**src/rtl/plic_src_conditioner_if.sv**
```systemverilog
// Sideband bundle between the interrupt sources and the conditioner:
// raw lines and configuration in, conditioned levels, edge pulses and the
// selected event count out.
interface plic_src_conditioner_if #(
    parameter int N_SOURCE = 30,
    parameter int FILT_W   = 4,
    parameter int SRCW     = $clog2(N_SOURCE + 1)
);
    logic [N_SOURCE-1:0] irq_raw;   // raw device lines, asynchronous
    logic [N_SOURCE-1:0] pol;       // 1 = source is active-low
    logic [N_SOURCE-1:0] filt_en;   // 1 = glitch filter enabled
    logic [FILT_W-1:0]   filt_len;  // global filter length, 0 behaves as 1
    logic [SRCW-1:0]     cnt_sel;   // event-counter select
    logic                cnt_clr;   // clear the selected event counter
    logic [N_SOURCE-1:0] irq_lvl;   // conditioned active-high level
    logic [N_SOURCE-1:0] rise;      // one-cycle pulse on 0->1 of irq_lvl
    logic [15:0]         cnt;       // registered event count

    modport master (
        output irq_raw, pol, filt_en, filt_len, cnt_sel, cnt_clr,
        input  irq_lvl, rise, cnt
    );

    modport slave (
        input  irq_raw, pol, filt_en, filt_len, cnt_sel, cnt_clr,
        output irq_lvl, rise, cnt
    );
endinterface

```
**src/rtl/plic_src_conditioner.sv**
```systemverilog
// Per-source interrupt conditioner feeding the PLIC source vector.
// Each raw line is synchronised, polarity corrected and glitch filtered;
// the block emits a clean level and a one-cycle rising-edge pulse.
// Optional feature macro: PLIC_SRC_EVENT_CNT_EN adds a 16-bit saturating
// rise counter per source with a selectable, registered read-out. Without
// it the count output is constant zero.
module plic_src_conditioner #(
    parameter int N_SOURCE    = 30,
    parameter int SYNC_STAGES = 2,
    parameter int FILT_W      = 4,
    parameter int SRCW        = $clog2(N_SOURCE + 1)
) (
    input logic                   clk_i,
    input logic                   rst_ni,
    plic_src_conditioner_if.slave bus
);

    logic [N_SOURCE-1:0] sync_r [SYNC_STAGES];
    logic [N_SOURCE-1:0] src_s;
    logic [N_SOURCE-1:0] q_r;
    logic [N_SOURCE-1:0] q_nxt_s;
    logic [N_SOURCE-1:0] rise_r;
    logic [FILT_W-1:0]   c_r     [N_SOURCE];
    logic [FILT_W-1:0]   c_nxt_s [N_SOURCE];
    logic                bypass_all_s;

    // Synchroniser chain: stage 0 samples the raw asynchronous lines.
    always_ff @(posedge clk_i or negedge rst_ni) begin
        if (!rst_ni) begin
            for (int i = 0; i < SYNC_STAGES; i++) begin
                sync_r[i] <= {N_SOURCE{1'b0}};
            end
        end else begin
            sync_r[0] <= bus.irq_raw;
            for (int i = 1; i < SYNC_STAGES; i++) begin
                sync_r[i] <= sync_r[i-1];
            end
        end
    end

    // Polarity is applied after synchronisation, so a pol change is seen at once.
    assign src_s        = sync_r[SYNC_STAGES-1] ^ bus.pol;
    assign bypass_all_s = (bus.filt_len <= FILT_W'(1));

    // Glitch filter: the level only follows src after it has differed for filt_len cycles.
    always_comb begin
        q_nxt_s = q_r;
        c_nxt_s = c_r;
        for (int k = 0; k < N_SOURCE; k++) begin
            if (!bus.filt_en[k] || bypass_all_s) begin
                q_nxt_s[k] = src_s[k];
                c_nxt_s[k] = {FILT_W{1'b0}};
            end else if (src_s[k] == q_r[k]) begin
                c_nxt_s[k] = {FILT_W{1'b0}};
            end else if (c_r[k] >= (bus.filt_len - FILT_W'(1))) begin
                // >= lets a lowered length commit at once instead of wrapping
                q_nxt_s[k] = src_s[k];
                c_nxt_s[k] = {FILT_W{1'b0}};
            end else begin
                c_nxt_s[k] = c_r[k] + FILT_W'(1);
            end
        end
    end

    // Filter state, level and edge pulse registers.
    always_ff @(posedge clk_i or negedge rst_ni) begin
        if (!rst_ni) begin
            q_r    <= {N_SOURCE{1'b0}};
            rise_r <= {N_SOURCE{1'b0}};
            for (int k = 0; k < N_SOURCE; k++) begin
                c_r[k] <= {FILT_W{1'b0}};
            end
        end else begin
            q_r    <= q_nxt_s;
            rise_r <= q_nxt_s & ~q_r;
            c_r    <= c_nxt_s;
        end
    end

    assign bus.irq_lvl = q_r;
    assign bus.rise    = rise_r;

`ifdef PLIC_SRC_EVENT_CNT_EN
    logic [15:0] evt_r [N_SOURCE];
    logic [15:0] cnt_r;
    logic        sel_ok_s;

    assign sel_ok_s = (bus.cnt_sel < SRCW'(N_SOURCE));

    // Saturating rise counters; a clear beats a same-cycle increment.
    always_ff @(posedge clk_i or negedge rst_ni) begin
        if (!rst_ni) begin
            for (int k = 0; k < N_SOURCE; k++) begin
                evt_r[k] <= 16'd0;
            end
        end else begin
            for (int k = 0; k < N_SOURCE; k++) begin
                if (bus.cnt_clr && sel_ok_s && (bus.cnt_sel == SRCW'(k))) begin
                    evt_r[k] <= 16'd0;
                end else if (rise_r[k] && (evt_r[k] != 16'hFFFF)) begin
                    evt_r[k] <= evt_r[k] + 16'd1;
                end else begin
                    evt_r[k] <= evt_r[k];
                end
            end
        end
    end

    // Registered read-out of the selected counter; out-of-range selects read zero.
    always_ff @(posedge clk_i or negedge rst_ni) begin
        if (!rst_ni) begin
            cnt_r <= 16'd0;
        end else if (sel_ok_s) begin
            cnt_r <= evt_r[bus.cnt_sel];
        end else begin
            cnt_r <= 16'd0;
        end
    end

    assign bus.cnt = cnt_r;
`else
    logic unused_cnt_cfg_s;

    assign unused_cnt_cfg_s = ^{bus.cnt_sel, bus.cnt_clr};
    assign bus.cnt          = 16'd0;
`endif

endmodule

```
**src/flat_wrapper.sv**
```systemverilog
// flat-port wrapper written by rule: the top's interface ports become plain ports
module plic_src_conditioner_flat 
#(
    parameter int N_SOURCE    = 30,
    parameter int SYNC_STAGES = 2,
    parameter int FILT_W      = 4,
    parameter int SRCW        = $clog2(N_SOURCE + 1)
)
  (clk_i, rst_ni, bus_irq_raw, bus_pol, bus_filt_en, bus_filt_len, bus_cnt_sel, bus_cnt_clr, bus_irq_lvl, bus_rise, bus_cnt);
  plic_src_conditioner_if #(.N_SOURCE(N_SOURCE), .FILT_W(FILT_W), .SRCW(SRCW)) bus_i ();
  input logic clk_i;
  input logic rst_ni;
  input wire logic [$bits(bus_i.irq_raw)-1:0] bus_irq_raw;
  input wire logic [$bits(bus_i.pol)-1:0] bus_pol;
  input wire logic [$bits(bus_i.filt_en)-1:0] bus_filt_en;
  input wire logic [$bits(bus_i.filt_len)-1:0] bus_filt_len;
  input wire logic [$bits(bus_i.cnt_sel)-1:0] bus_cnt_sel;
  input wire logic [$bits(bus_i.cnt_clr)-1:0] bus_cnt_clr;
  output wire logic [$bits(bus_i.irq_lvl)-1:0] bus_irq_lvl;
  output wire logic [$bits(bus_i.rise)-1:0] bus_rise;
  output wire logic [$bits(bus_i.cnt)-1:0] bus_cnt;
  assign bus_i.irq_raw = bus_irq_raw;
  assign bus_i.pol = bus_pol;
  assign bus_i.filt_en = bus_filt_en;
  assign bus_i.filt_len = bus_filt_len;
  assign bus_i.cnt_sel = bus_cnt_sel;
  assign bus_i.cnt_clr = bus_cnt_clr;
  assign bus_irq_lvl = bus_i.irq_lvl;
  assign bus_rise = bus_i.rise;
  assign bus_cnt = bus_i.cnt;
  plic_src_conditioner #(.N_SOURCE(N_SOURCE), .SYNC_STAGES(SYNC_STAGES), .FILT_W(FILT_W), .SRCW(SRCW)) u_core (.clk_i(clk_i), .rst_ni(rst_ni), .bus(bus_i));
endmodule
```
**config.mk**
```make
export PLATFORM = sky130hd
export DESIGN_NAME = plic_src_conditioner_flat
export DESIGN_NICKNAME = d
export VERILOG_FILES = /design/src/rtl/plic_src_conditioner_if.sv /design/src/rtl/plic_src_conditioner.sv /design/src/flat_wrapper.sv
export SDC_FILE = /design/constraint.sdc
export NUM_CORES = 1
export LEC_CHECK = 0
export CAP_MARGIN = 20
export CORE_MARGIN = 1
export CORE_UTILIZATION = 59
export CTS_CLUSTER_DIAMETER = 30
export DETAILED_ROUTE_END_ITERATION = 10
export HOLD_SLACK_MARGIN = 0.02
export PLACE_DENSITY = 0.86
export SYNTH_ARGS = -nofsm -noshare
export SYNTH_HDL_FRONTEND = slang
export SYNTH_SLANG_ARGS = --single-unit
```
**constraint.sdc**
```tcl
create_clock -name clk_i -period 4.8 [get_ports clk_i]
set_input_delay 0.72 -clock clk_i [delete_from_list [all_inputs] [get_ports clk_i]]
set_output_delay 0.72 -clock clk_i [all_outputs]
set_load 0.02 [all_outputs]
```
# ---- After elaboration in Yosys (flattened, before gate mapping)
# Cells that the tools add are included.
dict set report classes {
  add_sub_neg 31
  multipliers 0
  mux 180
  n_eq_ne 30
  shifts 0
  div_mod_pow 0
  bitwise 3
  order_cmp 31
  reduce_logical 60
}
# cell count
set ops {}
lappend ops {{$mux 4} 90}
lappend ops {{$add 4x1->4 const B} 30}
lappend ops {{$ge 4x4->1} 30}
lappend ops {{$mux 1} 90}
lappend ops {{$and 30x30->30} 1}
lappend ops {{$eq 1x1->1} 30}
lappend ops {{$logic_not 1->1} 30}
lappend ops {{$logic_or 1x1->1} 30}
lappend ops {{$not 30->30} 1}
lappend ops {{$xor 30x30->30} 1}
lappend ops {{$le 4x1->1 const B} 1}
lappend ops {{$sub 4x1->4 const B} 1}
dict set report totals {
  romBits 0
  mem_bits_rw 0
  inputBits 102
  mem_count 0
  latch_bits 0
  regBits 240
}

# ---- Longest topological paths before layout
# Gate-level depths: netlist of run 1.
dict set report depth {
  ltp_word 6
  depth_mapped 9
}

# ---- Worst setup path after synthesis of run 1
# No wires, ideal clock.
dict set report synth_timing {
  path_kind {input -> register}
  start {input bus_filt_len[0]}
  end {register u_core.q_r[11], in the netlist u_core.bus.irq_lvl[11]}
  setup_time_ns 0.125
  arrival_ns 4.329
  required_time_ns 4.675
  path_slack_ns 0.346
  stages 9
  cell_sequence {inv_1 -> ha_1 -> xnor2_1 -> ha_1 -> a21oi_1 -> o21ai_0 -> maj3_1 -> nor2_1 -> mux2_2}
}
dict set report synth_between {
  elab_chain_cells 5
  elab_cells_between_ends 7
  cone_classes {add/sub (1); order compare (2); mux (3); reduce/logical (1)}
}
# element line
set synth_rtl {}
lappend synth_rtl {{start: declaration} flat_wrapper.sv:16} ;# input wire logic [$bits(bus_i.filt_len)-1:0] bus_filt_len;
lappend synth_rtl {{$sub 4x1->4} plic_src_conditioner.sv:55} ;# end else if (c_r[k] >= (bus.filt_len - FILT_W'(1))) begin
lappend synth_rtl {{$ge 4x4->1} plic_src_conditioner.sv:55}
lappend synth_rtl {{$mux 1} plic_src_conditioner.sv:55}
lappend synth_rtl {{$mux 1} plic_src_conditioner.sv:53} ;# end else if (src_s[k] == q_r[k]) begin
lappend synth_rtl {{$mux 1 *} plic_src_conditioner.sv:50} ;# if (!bus.filt_en[k] || bypass_all_s) begin
lappend synth_rtl {{via u_core.q_nxt_s[11]} plic_src_conditioner.sv:21} ;# logic [N_SOURCE-1:0] q_nxt_s;
lappend synth_rtl {{end signal: assignment} plic_src_conditioner.sv:68} ;# q_r <= {N_SOURCE{1'b0}};
lappend synth_rtl {{end signal: assignment} plic_src_conditioner.sv:74} ;# q_r <= q_nxt_s;
lappend synth_rtl {{end: declaration} plic_src_conditioner.sv:20} ;# logic [N_SOURCE-1:0] q_r;
# The timed path passes the listed nets; every way through them passes the cells marked *.

# ---- Worst setup path after layout of run 1
dict set report layout_timing {
  start {input bus_filt_len[0]}
  end {register u_core.q_r[27], in the netlist u_core.bus.irq_lvl[27]}
}
# Same word-level chain as after synthesis.

==> impl_metrics.ini, run 1 <==
[grt]
grt_pass1_vias = 9403
grt_pass1_wl_um = 43400
grtUsageTotal = 0.265
grt.overflow.total = 0
antenna_found_initial = 0
grt_max_degree = 131

[sta]
setup_ws_ns = 1.31
final_max_slew_viol_count = 0
clock_skew_ns = 0.00977
final-setup-viol-count = 0
tightest_slew_ns = 0.993
grt_setup_unrepaired = false
slew_headroom = 0.338
min_period_ns = 3.49
max_freq_mhz = 287
fin_hold_ws_ns = 0.281
finalSetupTns_ns = 0
hold_violations = 0
min_period_over_period = 0.726

[die]
dieArea_um2 = 20800
start_util = 0.608
die_y_um = 144
pin_count = 178
core-area_um2 = 19700
row_count = 51
die_w_um = 144

[critical_path]
crit_type = input port to register
crit_family = buffers and inverters
cpPeakStageDelay_ns = 0.54
cp-end-kind = register
cp.arrival_ns = 3.90
cp_common_cell = ha_1
cpMaxStageDelayCell = clkdlybuf4s50_1
cp_num_buf_inv = 3
path_cells = clkdlybuf4s50_1 > inv_1 > ha_1 > xnor2_2 > buf_4 > ha_1 > a21oi_1 > o21ai_0 > maj3_2 > nor2_1 > mux2_2
worstPathMaxFanout = 16
critPathRequiredTime_ns = 5.21
start_kind = input port

[layout]
diodes = 0
layout-area-overhead-vs-synth_pct = 30.7
nNetsFinal = 1532
fillers = 1179
drive_gt1_frac = 0.105

[detailed_routing]
ant_nets = 0
vias = 8816
first_pass_iters = 5
route.detailed.drc = 0
wire_per_inst_um = 16.4
drtIter0Drc = 376
drt_wl_total_um = 26500
vias_per_cell = 5.47

[yosys]
syn_area_um2 = 12000
syn_inst = 1107
synth-simple-area-share = 0.149
synth.distinct_cells = 32
synth-xor-area-share = 0.0681
ys_seq_elements = 240
yosys.area_share.adder = 0.156
seq_area_frac_synth = 0.503
synthTopCellsByArea = dfrtp_1 50%, ha_1 13%, xnor2_1 6.2%, nor2_1 3.9%, nor3_1 2.6%
synth.avg_cell_area_um2 = 10.8
synth-compound-area-share = 0.0601
synth_mux_area_frac = 0.0258
yosys.area.top_type_share = 0.503
yosys_warnings = 0
synth_top_family_by_area = adder cells
synth_top_area_cell = dfrtp_1

[clock_tree]
h-tree-depth = 2
worstSkewPairLatency_ns = 0.53
cts_resized = 0
clkTransAtPathRegs_ns = 0.05
clkSinkCount = 240
post_cts_buffers = 0
ctsHoldBuffers = 0
cts_buffers = 49
cts-root-buf = clkbuf_16
cts_buffer_depth = 3
cts_tree = done

[flow_run]
cap_viol_max_count = 0

[place]
dp_hpwl_um = 16100
portBuffers = 155
gp_congestion = 0.783
place_ws_ns = 0.862

[power]
peakVddDrop_uv = 377
power_density_nw_per_um2 = 459
power.total_uw = 7180
p_leak_uw = 0.00718

[hold_path]
hold_path_class = input port to asynchronous set/reset pin

[status]
status = finished, final reports clean
## cell usage after synthesis
library cell	number
buf_4	16
or2_1	11
xnor2_2	1
buf_2	8
nor3_1	62
a21oi_1	30
or3_4	4
ha_1	122
a211oi_1	30
xor2_1	6
dfrtp_1	240
a31oi_1	30
or3_1	2
mux2i_1	24
nor3b_1	24
nand2_1	60
nor3_2	1
conb_1	1
nand3_1	54
nor2_2	1
buf_6	3
xnor2_1	85
o21ai_0	30
maj3_2	26
o21ai_1	1
mux2_2	6
clkbuf_1	2
inv_1	68
nor2b_1	30
buf_1	1
maj3_1	4
nor2_1	124
## path summary, 6_finish.rpt
check	start	endpoint	slack (ns)	depth (start not counted)
setup / recovery	bus_filt_len[0]	u_core.bus.irq_lvl[27]	1.31	11
hold / removal	rst_ni	u_core.bus.irq_lvl[11]	0.28	1
setup reg to reg	u_core.c_r[62]	u_core.bus.irq_lvl[14]	2.68	6
hold reg to reg	u_core.sync_r[34]	u_core.sync_r[4]	0.34	0
max in group asynchronous	rst_ni	u_core.sync_r[8]	3.42	2
min in group clk_i	u_core.sync_r[34]	u_core.sync_r[4]	0.34	0
## metal layers
metal  GRT usage  wire (µm)  part of all wire
met5           0          0                 0
met4      0.0964        545             0.021
met3      0.0500       1240             0.047
met2       0.502      14300              0.54
met1       0.292      10400              0.39
## worst register-to-register path, stage by stage, from the launching register on
cell and delay, ns:
dfrtp_1 0.41, ha_1 0.32, a21oi_1 0.16, o21ai_0 0.18
maj3_1 0.41, nor2_1 0.16, mux2_2 0.36
## cells in the final DEF, fill, tap and decap left out, drive strengths merged, types with 31 or more instances in the layout
| cell type | netlist | layout |
|---|---|---|
| nor3 | 63 | 63 |
| nand2 | 60 | 60 |
| dfrtp | 240 | 240 |
| inv | 68 | 73 |
| clkdlybuf4s50 | 0 | 154 |
| clkbuf | 2 | 55 |
| nor2 | 125 | 125 |
| ha | 122 | 122 |
| xnor2 | 86 | 86 |
| nand3 | 54 | 54 |
| o21ai | 31 | 31 |
## state kept, by name (all words and copies together) (netlist names)
| register | cells |
|---|---|
| u_core.bus.irq_lvl | 30 |
| u_core.bus.rise | 30 |
| u_core.c_r | 120 |
| u_core.sync_r | 60 |
## final cells by class
| type | instances | area (µm²) | share of cell area |
|---|---|---|---|
| inverter | 68 | 255 | 0.0163 |
| clock buffer | 55 | 1310 | 0.0839 |
| tap | 265 | 332 | 0.0212 |
| timing repair buffer | 165 | 1640 | 0.105 |
| multi-input combinational | 784 | 5570 | 0.357 |
| clock inverter | 36 | 502 | 0.0321 |
| sequential | 240 | 6010 | 0.384 |
## stage by stage
| step | area (µm²) | cells | utilization |
|---|---|---|---|
| floorplan | 12000 | 1122 | - |
| global placement | 13800 | 1522 | 0.703 |
| detailed placement | 13800 | 1522 | 0.703 |
| CTS | 15600 | 1613 | 0.795 |
| global route | 15600 | 1613 | 0.795 |
| finish | 15600 | 1613 | 0.795 |
## cells by family (layout without fill, tap and decap cells)
kind of cell | count (synthesis) | after routing
and+or+nand+nor | 373 | 373
adders and majority gates | 152 | 152
DFF | 240 | 240
xor gates and xnor gates | 92 | 92
AOI/OAI and AO/OA | 121 | 121
other | 1 | 16
muxes | 30 | 30
buffers and inverters | 98 | 324
## power by group
group / internal (µW) / switching [µW] / total [µW]
combinational: 529 / 630 / 1160
clock: 2520 / 1140 / 3660
sequential: 2200 / 157 / 2350
Note: power is estimated with default switching activity, not from simulation.
==> run 2, diff against run 1 <==
--- a/config.mk
+++ b/config.mk
@@ -7,11 +7,11 @@
 export LEC_CHECK = 0
 export CAP_MARGIN = 20
 export CORE_MARGIN = 1
-export CORE_UTILIZATION = 59
+export CORE_UTILIZATION = 49
 export CTS_CLUSTER_DIAMETER = 30
 export DETAILED_ROUTE_END_ITERATION = 10
 export HOLD_SLACK_MARGIN = 0.02
-export PLACE_DENSITY = 0.86
+export PLACE_DENSITY = 0.76
 export SYNTH_ARGS = -nofsm -noshare
 export SYNTH_HDL_FRONTEND = slang
 export SYNTH_SLANG_ARGS = --single-unit
==> constraint.sdc (replaced) <==
create_clock -name clk_i -period 2.8 [get_ports clk_i]
set_input_delay 0.42 -clock clk_i [delete_from_list [all_inputs] [get_ports clk_i]]
set_output_delay 0.42 -clock clk_i [all_outputs]
set_load 0.02 [all_outputs]
==> run 2 against run 1 <==
Net effect: sequential cell count stayed put; combinational power is 84% higher; via count is 1.1% lower; clock skew is 0.0037 ns higher; critical path depth is 1 higher; largest power group unchanged; non-clock buffer count is 55 higher; highest routed layer unchanged; global-route usage is 5.8 points lower; utilization is 10 points lower; critical endpoint is now u_core.bus.irq_lvl[22]; largest cell class unchanged; register-to-register slack worse by 1.9 ns; first-iteration DRC count is 5.6% lower; clock-buffer cell count is 14 higher.
==> impl_metrics.ini, run 2 (synthesized netlist as in run 1, its figures left out) <==
[detailed_routing]
route.detailed.drc = 0
ant_nets = 0
drt_wl_total_um = 24400
vias = 8720
first_pass_iters = 4
vias_per_cell = 5.03
wire_per_inst_um = 14.1
drtIter0Drc = 355

[critical_path]
critPathRequiredTime_ns = 3.24
worstPathMaxFanout = 15
cp-end-kind = register
cp.arrival_ns = 3.09
start_kind = input port
crit_type = input port to register

[power]
peakVddDrop_uv = 530
p_leak_uw = 0.00763
power.total_uw = 12800
power_density_nw_per_um2 = 781

[layout]
largest_reg_flops = 120
diodes = 0
reg.largest.list = u_core.c_r (120), u_core.sync_r (60)
layout-area-overhead-vs-synth_pct = 37.5
top_register = u_core.c_r
final_common_cell = dfrtp_1
final_cells = 1734
layout_common_cells = 240 x dfrtp_1, 154 x clkdlybuf4s50_1, 122 x nor2_1
drive_gt1_frac = 0.149
fin_area_um2 = 16400
nNetsFinal = 1594
utilization = 0.694

[die]
dieArea_um2 = 25000
row_count = 56
pin_count = 178
die_w_um = 158
start_util = 0.505
core-area_um2 = 23700
die_y_um = 158

[flow_run]
cap_viol_max_count = 0

[clock_tree]
cts_tree = done
cts-root-buf = clkbuf_16
clkTransAtPathRegs_ns = 0.05
h-tree-depth = 2
post_cts_buffers = 0
cts_buffers = 56
clkSinkCount = 240
cts_buffer_depth = 3
worstSkewPairLatency_ns = 0.54

[sta]
finalSetupTns_ns = 0
final-setup-viol-count = 0
final_max_slew_viol_count = 0
hold_violations = 0
min_period_ns = 2.66
grt_setup_unrepaired = false
tightest_slew_ns = 0.886
slew_headroom = 0.409
clock_skew_ns = 0.0135
max_freq_mhz = 376
min_period_over_period = 0.949

[place]
portBuffers = 155
placed_cells = 1630
placed_cell_area_um2 = 14400
dp_hpwl_um = 16400
gp_congestion = 0.765

[hold_path]
hold_path_class = input port to register

[grt]
grt_pass1_wl_um = 41800
grt_pass1_vias = 9238
grt.overflow.total = 0
grt_max_degree = 81
antenna_found_initial = 0
grtUsageTotal = 0.206

[status]
status = finished, final reports clean
==> run 2: cell types whose count changed in the layout (fill, tap and decap cells not counted), sizes merged <==
| cell | delta |
|---|---|
| dlygate4sd3 | +1 |
| clkinvlp | -5 |
| buf | +54 |
| inv | -1 |
| clkinv | +6 |
| clkbuf | +14 |
| bufinv | -2 |
==> run 2: final cells by class <==
type                            count  area [µm²]
Clock inverter                     34         412
Fill cell                        1755        7250
Sequential cell                   240        6010
Multi-Input combinational cell    784        5600
Clock buffer                       69        1570
Timing Repair Buffer              220        2180
Inverter                           68         259
Tap cell                          319         399
==> run 2: path summary, 6_finish.rpt <==
path / start / endpoint / slack (ns) / cells after the start
worst max-delay path: bus_filt_len[0] / u_core.bus.irq_lvl[22] / 0.14 / 12
worst max register to register: u_core.c_r[62] / u_core.bus.irq_lvl[14] / 0.75 / 6
max in group asynchronous: rst_ni / u_core.c_r[110] / 1.59 / 3
worst min-delay path: bus_irq_raw[27] / u_core.sync_r[57] / 0.31 / 1
worst min register to register: u_core.sync_r[33] / u_core.sync_r[3] / 0.34 / 0
min in group asynchronous: rst_ni / u_core.sync_r[55] / 0.48 / 2
==> run 2: stage by stage <==
| step | hold slack, ns | setup slack, ns |
|---|---|---|
| after floorplan | 0.124 | -0.458 |
| after global placement | 0.331 | -0.326 |
| after detailed placement | 0.336 | -0.427 |
| after CTS | 0.292 | 0.0550 |
| after global routing | 0.297 | 0.00404 |
| final | 0.311 | 0.143 |
==> run 2: critical path: stages <==
cell and delay [ns]:
clkdlybuf4s50_1 0.53, clkinvlp_4 0.13, ha_4 0.19, xnor2_4 0.17, buf_12 0.16, buf_12 0.16
ha_1 0.25, a21oi_1 0.14, o21ai_0 0.14, maj3_2 0.36, nor2_1 0.18, mux2i_1 0.24
==> run 2: report_power, final <==
part / internal (µW) / switching (µW)
Clock: 4680 / 1980
Combinational: 1060 / 1080
Sequential: 3770 / 257
==> run 2: repair_timing <==
action                                 CTS  global route
hold buffers                             1             0
endpoints found under the hold margin   77             0
setup endpoints to repair                0             3
resized for setup                        0             4
==> run 2: metal layers <==
metal  part of all wire  vias up  global-route usage
met5                  0        -                   0
met3              0.049       43              0.0479
met2               0.51      164               0.369
li1                   -     4334                   -
met1               0.42     4179               0.244
met4              0.017        0              0.0641
